File: config.mk
export PLATFORM = sky130hd
export DESIGN_NAME = regfile_scoreboard
export DESIGN_NICKNAME = d
export VERILOG_FILES = /design/src/rtl/regfile_pkg.sv /design/src/rtl/regfile_scoreboard_clear_fsm.sv /design/src/rtl/regfile_scoreboard.sv
export SDC_FILE = /design/constraint.sdc
export NUM_CORES = 2
export LEC_CHECK = 0
export ABC_AREA = 1
export BUFFER_PORTS_ARGS = -buffer_cell sky130_fd_sc_hd__buf_2
export CAP_MARGIN = 40
export CORE_MARGIN = 8
export CORE_UTILIZATION = 30
export DETAILED_ROUTE_END_ITERATION = 7
export MAX_ROUTING_LAYER = met4
export SLEW_MARGIN = 10
export SYNTH_ARGS = -nofsm -noshare
export SYNTH_HDL_FRONTEND = slang
export SYNTH_SLANG_ARGS = --single-unit
File: constraint.sdc
create_clock -name clk -period 2.55 [get_ports clk]
set_clock_uncertainty 0.2 [all_clocks]
set_input_delay 0.3825 -clock clk [delete_from_list [all_inputs] [get_ports clk]]
set_output_delay 0.3825 -clock clk [all_outputs]
set_load 0.01 [all_outputs]
File: src/rtl/regfile_pkg.sv
// Shared constants, clear-FSM state type and lane helper for the
// scoreboarded integer register file.
package regfile_pkg;

  localparam int XLEN_DEF = 32;
  localparam int NREG_DEF = 32;

  typedef enum logic {
    IDLE  = 1'b0,
    CLEAR = 1'b1
  } clr_state_e;

  // Base bit of lane k in a packed bus of w-bit lanes.
  function automatic int lane_lo(input int k, input int w);
    return k * w;
  endfunction

endpackage

File: src/rtl/regfile_scoreboard_clear_fsm.sv
// Soft-clear sequencer: walks indices 1..NREG-1, issuing one clear write
// per cycle, and reports IDLE so the array can gate normal traffic.
module rf_clear_fsm
  import regfile_pkg::*;
#(
  parameter int NREG = NREG_DEF,
  parameter int AW   = $clog2(NREG)
) (
  input  logic          clk,
  input  logic          rst,
  input  logic          clr_req,
  output logic          clr_we,
  output logic [AW-1:0] clr_addr,
  output logic          clr_busy,
  output logic          idle
);

  clr_state_e    state;
  logic [AW-1:0] clr_idx;

  // Sequencer state, index and registered busy flag.
  always_ff @(posedge clk or negedge rst) begin
    if (!rst) begin
      state    <= IDLE;
      clr_idx  <= '0;
      clr_busy <= 1'b0;
    end else begin
      case (state)
        IDLE: begin
          if (clr_req) begin
            state    <= CLEAR;
            clr_idx  <= AW'(1);
            clr_busy <= 1'b1;
          end else begin
            state    <= IDLE;
            clr_idx  <= clr_idx;
            clr_busy <= 1'b0;
          end
        end
        CLEAR: begin
          // Terminal compare at NREG-1 means the increment never wraps into use.
          if (clr_idx == AW'(NREG - 1)) begin
            state    <= IDLE;
            clr_busy <= 1'b0;
          end else begin
            state    <= CLEAR;
            clr_busy <= 1'b1;
          end
          clr_idx <= clr_idx + AW'(1);
        end
        default: begin
          state    <= IDLE;
          clr_idx  <= '0;
          clr_busy <= 1'b0;
        end
      endcase
    end
  end

  assign clr_we   = (state == CLEAR);
  assign clr_addr = clr_idx;
  assign idle     = (state == IDLE);

endmodule

File: src/rtl/regfile_scoreboard.sv
// Integer register file with hardwired x0, write-to-read bypass,
// per-register busy scoreboard and a sequenced soft clear.
module regfile_scoreboard
  import regfile_pkg::*;
#(
  parameter int XLEN   = XLEN_DEF,
  parameter int NREG   = NREG_DEF,
  parameter int AW     = $clog2(NREG),
  parameter int NUM_RD = 2
) (
  input  logic                   clk,
  input  logic                   rst,
  input  logic [NUM_RD*AW-1:0]   ra,
  output logic [NUM_RD*XLEN-1:0] rd,
  output logic [NUM_RD-1:0]      rd_rdy,
  input  logic                   we,
  input  logic [AW-1:0]          wa,
  input  logic [XLEN-1:0]        wd,
  input  logic                   iss_vld,
  input  logic [AW-1:0]          iss_rd,
  output logic                   iss_rdy,
  input  logic                   clr_req,
  output logic                   clr_busy
);

  logic [XLEN-1:0] regs [NREG];
  logic [NREG-1:0] busy;
  logic            clr_we;
  logic [AW-1:0]   clr_addr;
  logic            idle;
  logic            wr_ok;

  rf_clear_fsm #(
    .NREG (NREG),
    .AW   (AW)
  ) u_clear (
    .clk      (clk),
    .rst      (rst),
    .clr_req  (clr_req),
    .clr_we   (clr_we),
    .clr_addr (clr_addr),
    .clr_busy (clr_busy),
    .idle     (idle)
  );

  assign iss_rdy = idle;
  assign wr_ok   = we && idle && (wa != '0);

  // Register array: clear engine has priority; normal writes only when idle.
  always_ff @(posedge clk or negedge rst) begin
    if (!rst) begin
      for (int i = 0; i < NREG; i++) begin
        regs[i] <= '0;
      end
    end else if (clr_we) begin
      regs[clr_addr] <= '0;
    end else if (wr_ok) begin
      regs[wa] <= wd;
    end else begin
      regs[0] <= '0;
    end
  end

  // Busy scoreboard: a new issue beats a same-cycle writeback to the same register.
  always_ff @(posedge clk or negedge rst) begin
    if (!rst) begin
      busy <= '0;
    end else begin
      busy[0] <= 1'b0;
      for (int i = 1; i < NREG; i++) begin
        if (clr_we && (clr_addr == AW'(i))) begin
          busy[i] <= 1'b0;
        end else if (iss_vld && idle && (iss_rd == AW'(i))) begin
          busy[i] <= 1'b1;
        end else if (wr_ok && (wa == AW'(i))) begin
          busy[i] <= 1'b0;
        end else begin
          busy[i] <= busy[i];
        end
      end
    end
  end

  // Combinational read ports with x0, reset gating and writeback bypass.
  always_comb begin
    logic [AW-1:0] ra_k;
    ra_k   = '0;
    rd     = '0;
    rd_rdy = '0;
    for (int k = 0; k < NUM_RD; k++) begin
      ra_k = ra[lane_lo(k, AW) +: AW];
      if (!rst) begin
        rd[lane_lo(k, XLEN) +: XLEN] = '0;
        rd_rdy[k]                    = 1'b1;
      end else if (ra_k == '0) begin
        rd[lane_lo(k, XLEN) +: XLEN] = '0;
        rd_rdy[k]                    = 1'b1;
      end else if (wr_ok && (wa == ra_k)) begin
        rd[lane_lo(k, XLEN) +: XLEN] = wd;
        rd_rdy[k]                    = 1'b1;
      end else begin
        rd[lane_lo(k, XLEN) +: XLEN] = regs[ra_k];
        rd_rdy[k]                    = ~busy[ra_k];
      end
    end
  end

endmodule
# [Word level (Yosys, flattened, before mapping)]
# Cells that the tools add are included.
# Widths: inputs -> output; s select.
[word_totals] reg_bits=1061 in_bits=57 out_inout_bits=68 elab_cells=442
[classes] n_addsub=1 n_lt_le_gt_ge=8 eq_ne=96 n_mux=128 bitwise=9 n_reduce_logical=135
[ops] operator="$and 1024x1024->1024" count=1
[ops] operator="$bwmux 1024" count=1
[ops] operator="$mux 1024" count=1
[ops] operator="$not 1024->1024" count=1
[ops] operator="$mux 992" count=1
[ops] operator="$mux 32" count=13
[ops] operator="$bmux 32 s5" count=2
[ops] operator="$demux 32 s5" count=2
[ops] operator="$eq 5x5->1 const B" count=48
[ops] operator="$eq 5x4->1 const B" count=24
[ops] operator="$mux 1" count=103
[ops] operator="$logic_and 1x1->1" count=100
[ops] operator="$reduce_bool 3->1" count=31
[ops] operator="$eq 5x3->1 const B" count=12
[ops] operator="$eq 5x2->1 const B" count=6
[ops] operator="$ge 6x6->1 const B" count=4
[ops] operator="$not 5->6" count=4
[ops] operator="$eq 5x1->1 const B" count=3
[ops] operator="$lt 5x6->1 const B" count=2
[ops] operator="$lt 6x1->1 const B" count=2
[ops] operator="$bmux 1 s5" count=2
[ops] operator="$eq 5x5->1" count=2
[ops] operator="$logic_not 5->1" count=2
[ops] operator="$pmux 5 s2" count=1
[ops] operator="other kinds (7)" count=9

# [Depth between registers and ports, before layout]
[logic_depth] ltp_word=8 mapped_depth=13

# [Hierarchy]
# From an unflattened synthesis, not the netlist that was laid out.
[unflattened] hier_cells=10059 area_unflattened_um2=69948.3
[modules_own_cells] mod="regfile_scoreboard" n_inst=1 cells_per_inst=10023 area_per_inst_um2=69653.1 seq_area_each_um2=26400.3
[modules_own_cells] mod="rf_clear_fsm" n_inst=1 cells_per_inst=36 area_per_inst_um2=295.3 seq_area_each_um2=150.1

# [Least setup slack after synthesis]
# Ideal clock, no wire load.
[synth_timing] kind="register to output" start="register, netlist name u_clear.clr_busy" end="output port rd[32]" arrival_ps=1796 t_required_ps=1967 slack_ps=172 path_stages_with_launch=12 n_path_buf=2 cell_sequence="dfrtp_1 buf_4 inv_4 nand2_4 inv_2 nand2_1 o21ai_2 nand4_1 nor2_2 buf_4 nand2_1 nand2_1"
[synth_lines] element="to (decl)" line_no="regfile_scoreboard.sv:14" text="output logic [NUM_RD*XLEN-1:0] rd,"

==> key figures <==
Yosys
  • #FFs+latches synth: 1061
  • Synth area leaders: dfrtp_1 39%, nand2_1 11%, o21ai_0 7.3%, nand3_1 7.1%, a22oi_1 6.8%
  • Synth area leader: dfrtp_1
  • Post-synthesis sequential area ratio: 39.1%
  • Mapped Nets: 9809
  • Count of different cell masters after synthesis: 37
  • EDFF count, synth: 0
  • Syn. warnings: 0
  • Mapped Avg Cell Area: 6.96 sq um
  • Post-synth top area share: 39.1%
  • Ys flop type: dfrtp_1
  • Most instantiated library cell after synthesis: nand2_1
  • Top cells by count, synth: 1957 x nand2_1, 1061 x dfrtp_1, 1056 x nor2_1, 989 x o21ai_0, 967 x nand3_1
  • Syn Std Cell Area: 67800 sq um
  • Async SR Flop Fraction: 100%
  • Synth Instances: 9746

CTS
  • CTS max path bufs: 3
  • Worst-path clk slew: 0.06 ns
  • H-tree depth: 4
  • CTS tree: done
  • CTS buffer count: 136
  • Sink Count: 1061
  • Worst skew pair latency: 0.83 ns
  • Root Buffer: clkbuf_16

Cells and area
  • Final Cell Area: 84300 sq um
  • # nets final: 9967
  • Register area: 26600 sq um
  • Multi-input combinational cell area: 35000 sq um
  • Synth-to-layout area growth: 24.2%
  • Filler Cells Inserted: 23300
  • Share of post-route cells with drive strength above 1: 13.8%

Global route
  • Initial antenna violation count: 31
  • First-pass GRT wire length: 567 mm
  • Total track usage: 32.8%
  • Grt ovf: 0
  • Number of global-route vias before repair: 74900
  • Pin count of the biggest net entering global routing: 139

Critical path
  • WS Path Type: register to primary output
  • Worst r2r path cells: 7
  • Worst EP required: 1.97 ns
  • Crit. End Element: primary output
  • Crit start category: register
  • Largest fanout on the critical path: 9
  • Arrival @ worst endpoint: 2.79 ns

Floorplanning
  • I/O pin count: 125
  • Num rows: 174
  • Die Wd: 492 um
  • Core Area: 225000 sq um
  • Die area: 242000 sq um
  • Die height: 492 um
  • Initial Utilization: 30.2%

Power and ir drop
  • Maximum VDD drop: 0.000602 V
  • Flop pwr share: 32.2%
  • Pwr Density: 738 nW/um^2
  • NetSw: 24.7 mW
  • Cell Int Power: 37.5 mW
  • Clk pwr share: 32.8%
  • Tot Pwr: 62.2 mW
  • Sw Ratio: 39.7%
  • Leakage: 41.9 nW
  • Combinational share of power: 35.1%

Outcome
  • Status: complete, but fails checks
  • Failing checks: DRC, setup timing

STA
  • Period minus WS final: 3.37 ns
  • Post-route setup slack: -0.823 ns
  • Hold_ws: 0.0557 ns
  • Final setup TNS: -56.43 ns
  • RSZ-0062 raised after global routing: true
  • Slew Viols, Final: 0
  • Slew HR: 43.6%
  • Fmax: 296 MHz
  • Final period util: 132%
  • Final hold vios: 0
  • # setup viols final: 207
  • Pin slew with the least headroom to its limit: 0.845 ns

Place
  • Hpwl dp: 260 mm
  • Placed Area: 77600 sq um
  • Place WS: -0.758 ns
  • GP Congestion: 1.06
  • # port buffers: 124

Detailed routing
  • DRC viols: 5
  • DRT Wirelength: 408 mm
  • DR WL/cell: 31.3 um
  • Via density: 6.14
  • Post-DRT Antenna Nets: 0
  • Drt first pass iters: 8
  • First DRT Iteration DRCs: 13700
  • Total number of vias: 80000

Hold path
  • Worst min path class: input pin to register
  • WHS Path Cells: 6

Flow run
  • Max-cap viol count: 0
==> placed cells by master (no fill, tap or decap), types with 6 or more instances in the layout <==
master / netlist / final
buf_6: 6 / 65
o21ai_0: 989 / 988
nor2_4: 7 / 13
buf_16: 0 / 11
inv_6: 0 / 10
a22oi_1: 616 / 616
nand4_1: 42 / 42
clkbuf_8: 0 / 36
a21oi_1: 514 / 514
nor3_1: 11 / 11
buf_12: 0 / 236
buf_4: 10 / 578
inv_2: 17 / 23
o22ai_1: 66 / 66
bufinv_16: 0 / 7
diode_2: 0 / 29
nand3_1: 967 / 933
nor2_2: 9 / 12
a2bb2oi_1: 69 / 69
ha_1: 6 / 6
o211ai_1: 516 / 516
nor2_1: 1056 / 1047
nand2_4: 1 / 51
clkbuf_1: 727 / 30
buf_8: 0 / 9
clkinv_2: 0 / 21
clkbuf_16: 0 / 152
nand3_4: 0 / 8
inv_1: 805 / 794
nand3_2: 0 / 26
dfrtp_1: 1061 / 1060
a31oi_1: 6 / 6
a32o_1: 21 / 21
buf_2: 171 / 63
dlygate4sd3_1: 0 / 22
nand2_1: 1957 / 1870
nand2_2: 3 / 39
==> power by group through the flow <==
stage	logic (mW)	clock network, mW	registers [mW]
after floorplan	11.6	0	19.8
after global placement	19.8	0	20.2
after detailed placement	20.1	0	20.2
after CTS	20.7	20.5	19.9
after global routing	23.1	21.1	20.2
final	21.8	20.4	20.0
==> area by class of cell <==
class | instances | share of cell area, %
Tap cell | 2992 | 4.44
Timing Repair Buffer | 999 | 13.3
Clock inverter | 37 | 0.486
Multi-Input combinational cell | 6878 | 41.5
Antenna cell | 29 | 0.0861
Clock buffer | 208 | 4.95
Inverter | 828 | 3.75
Sequential cell | 1061 | 31.5
==> final timing paths <==
kind	startpoint	end	slack, ns
setup / recovery	u_clear.clr_busy	rd[52]	-0.82
hold reg to reg	regs[1015]	regs[1015]	0.32
max in group asynchronous	rst	regs[67]	0.73
hold / removal	wa[3]	regs[596]	0.06
min in group asynchronous	rst	regs[393]	0.29
setup reg to reg	u_clear.clr_busy	regs[979]	-0.10
==> registers in the layout (all words and copies together) (netlist names) <==
signal and count:
regs 1024, busy 31, u_clear.clr_busy 1, u_clear.clr_addr 5
==> timing repair <==
item                                   CTS  global route
hold buffers                            22             0
gates cloned                             9             9
setup endpoints to repair              193           244
resized for setup                      159           123
pin swaps                               19            27
endpoints found under the hold margin  531             0
setup buffers                           12             4
==> through the flow <==
stage	utilization, %	cells
6_report	37.5	13000
5_1_grt	37.5	13000
4_1_cts	37.1	13000
3_5_place_dp	34.5	12700
3_3_place_gp	34.5	12700
2_1_floorplan	-	9746
==> worst max-delay path, stage by stage, from the launching register on <==
cell     delay (ns)
dfrtp_2        0.47
inv_16         0.08
nand2_8        0.09
inv_6          0.08
nand2_4        0.05
o21ai_4        0.06
nand4_1        0.22
nand2_1        0.19
inv_4          0.09
buf_12         0.15
nand3_1        0.19
nand2_2        0.14
buf_6          0.15
==> metal layers <==
layer	wire length [um]	GRT usage, %
met1	151000	39.7
met4	33900	22.1
met2	170000	46.3
met5	0	-
met3	52700	10.5
==> cell families (layout without fill, tap and decap cells) <==
group	count (synthesis)	count (layout)	synth area share, %
and+or+nand+nor	4061	4061	24.7
DFF	1061	1061	39.1
buffers and inverters	1807	2072	10.4
AOI/OAI and AO/OA	2800	2800	25.5
adders and majority gates	6	6	0.111
xor gates and xnor gates	10	10	0.129
other	0	29	0
muxes	1	1	0.0148
Power figures use the tool's default switching activity.
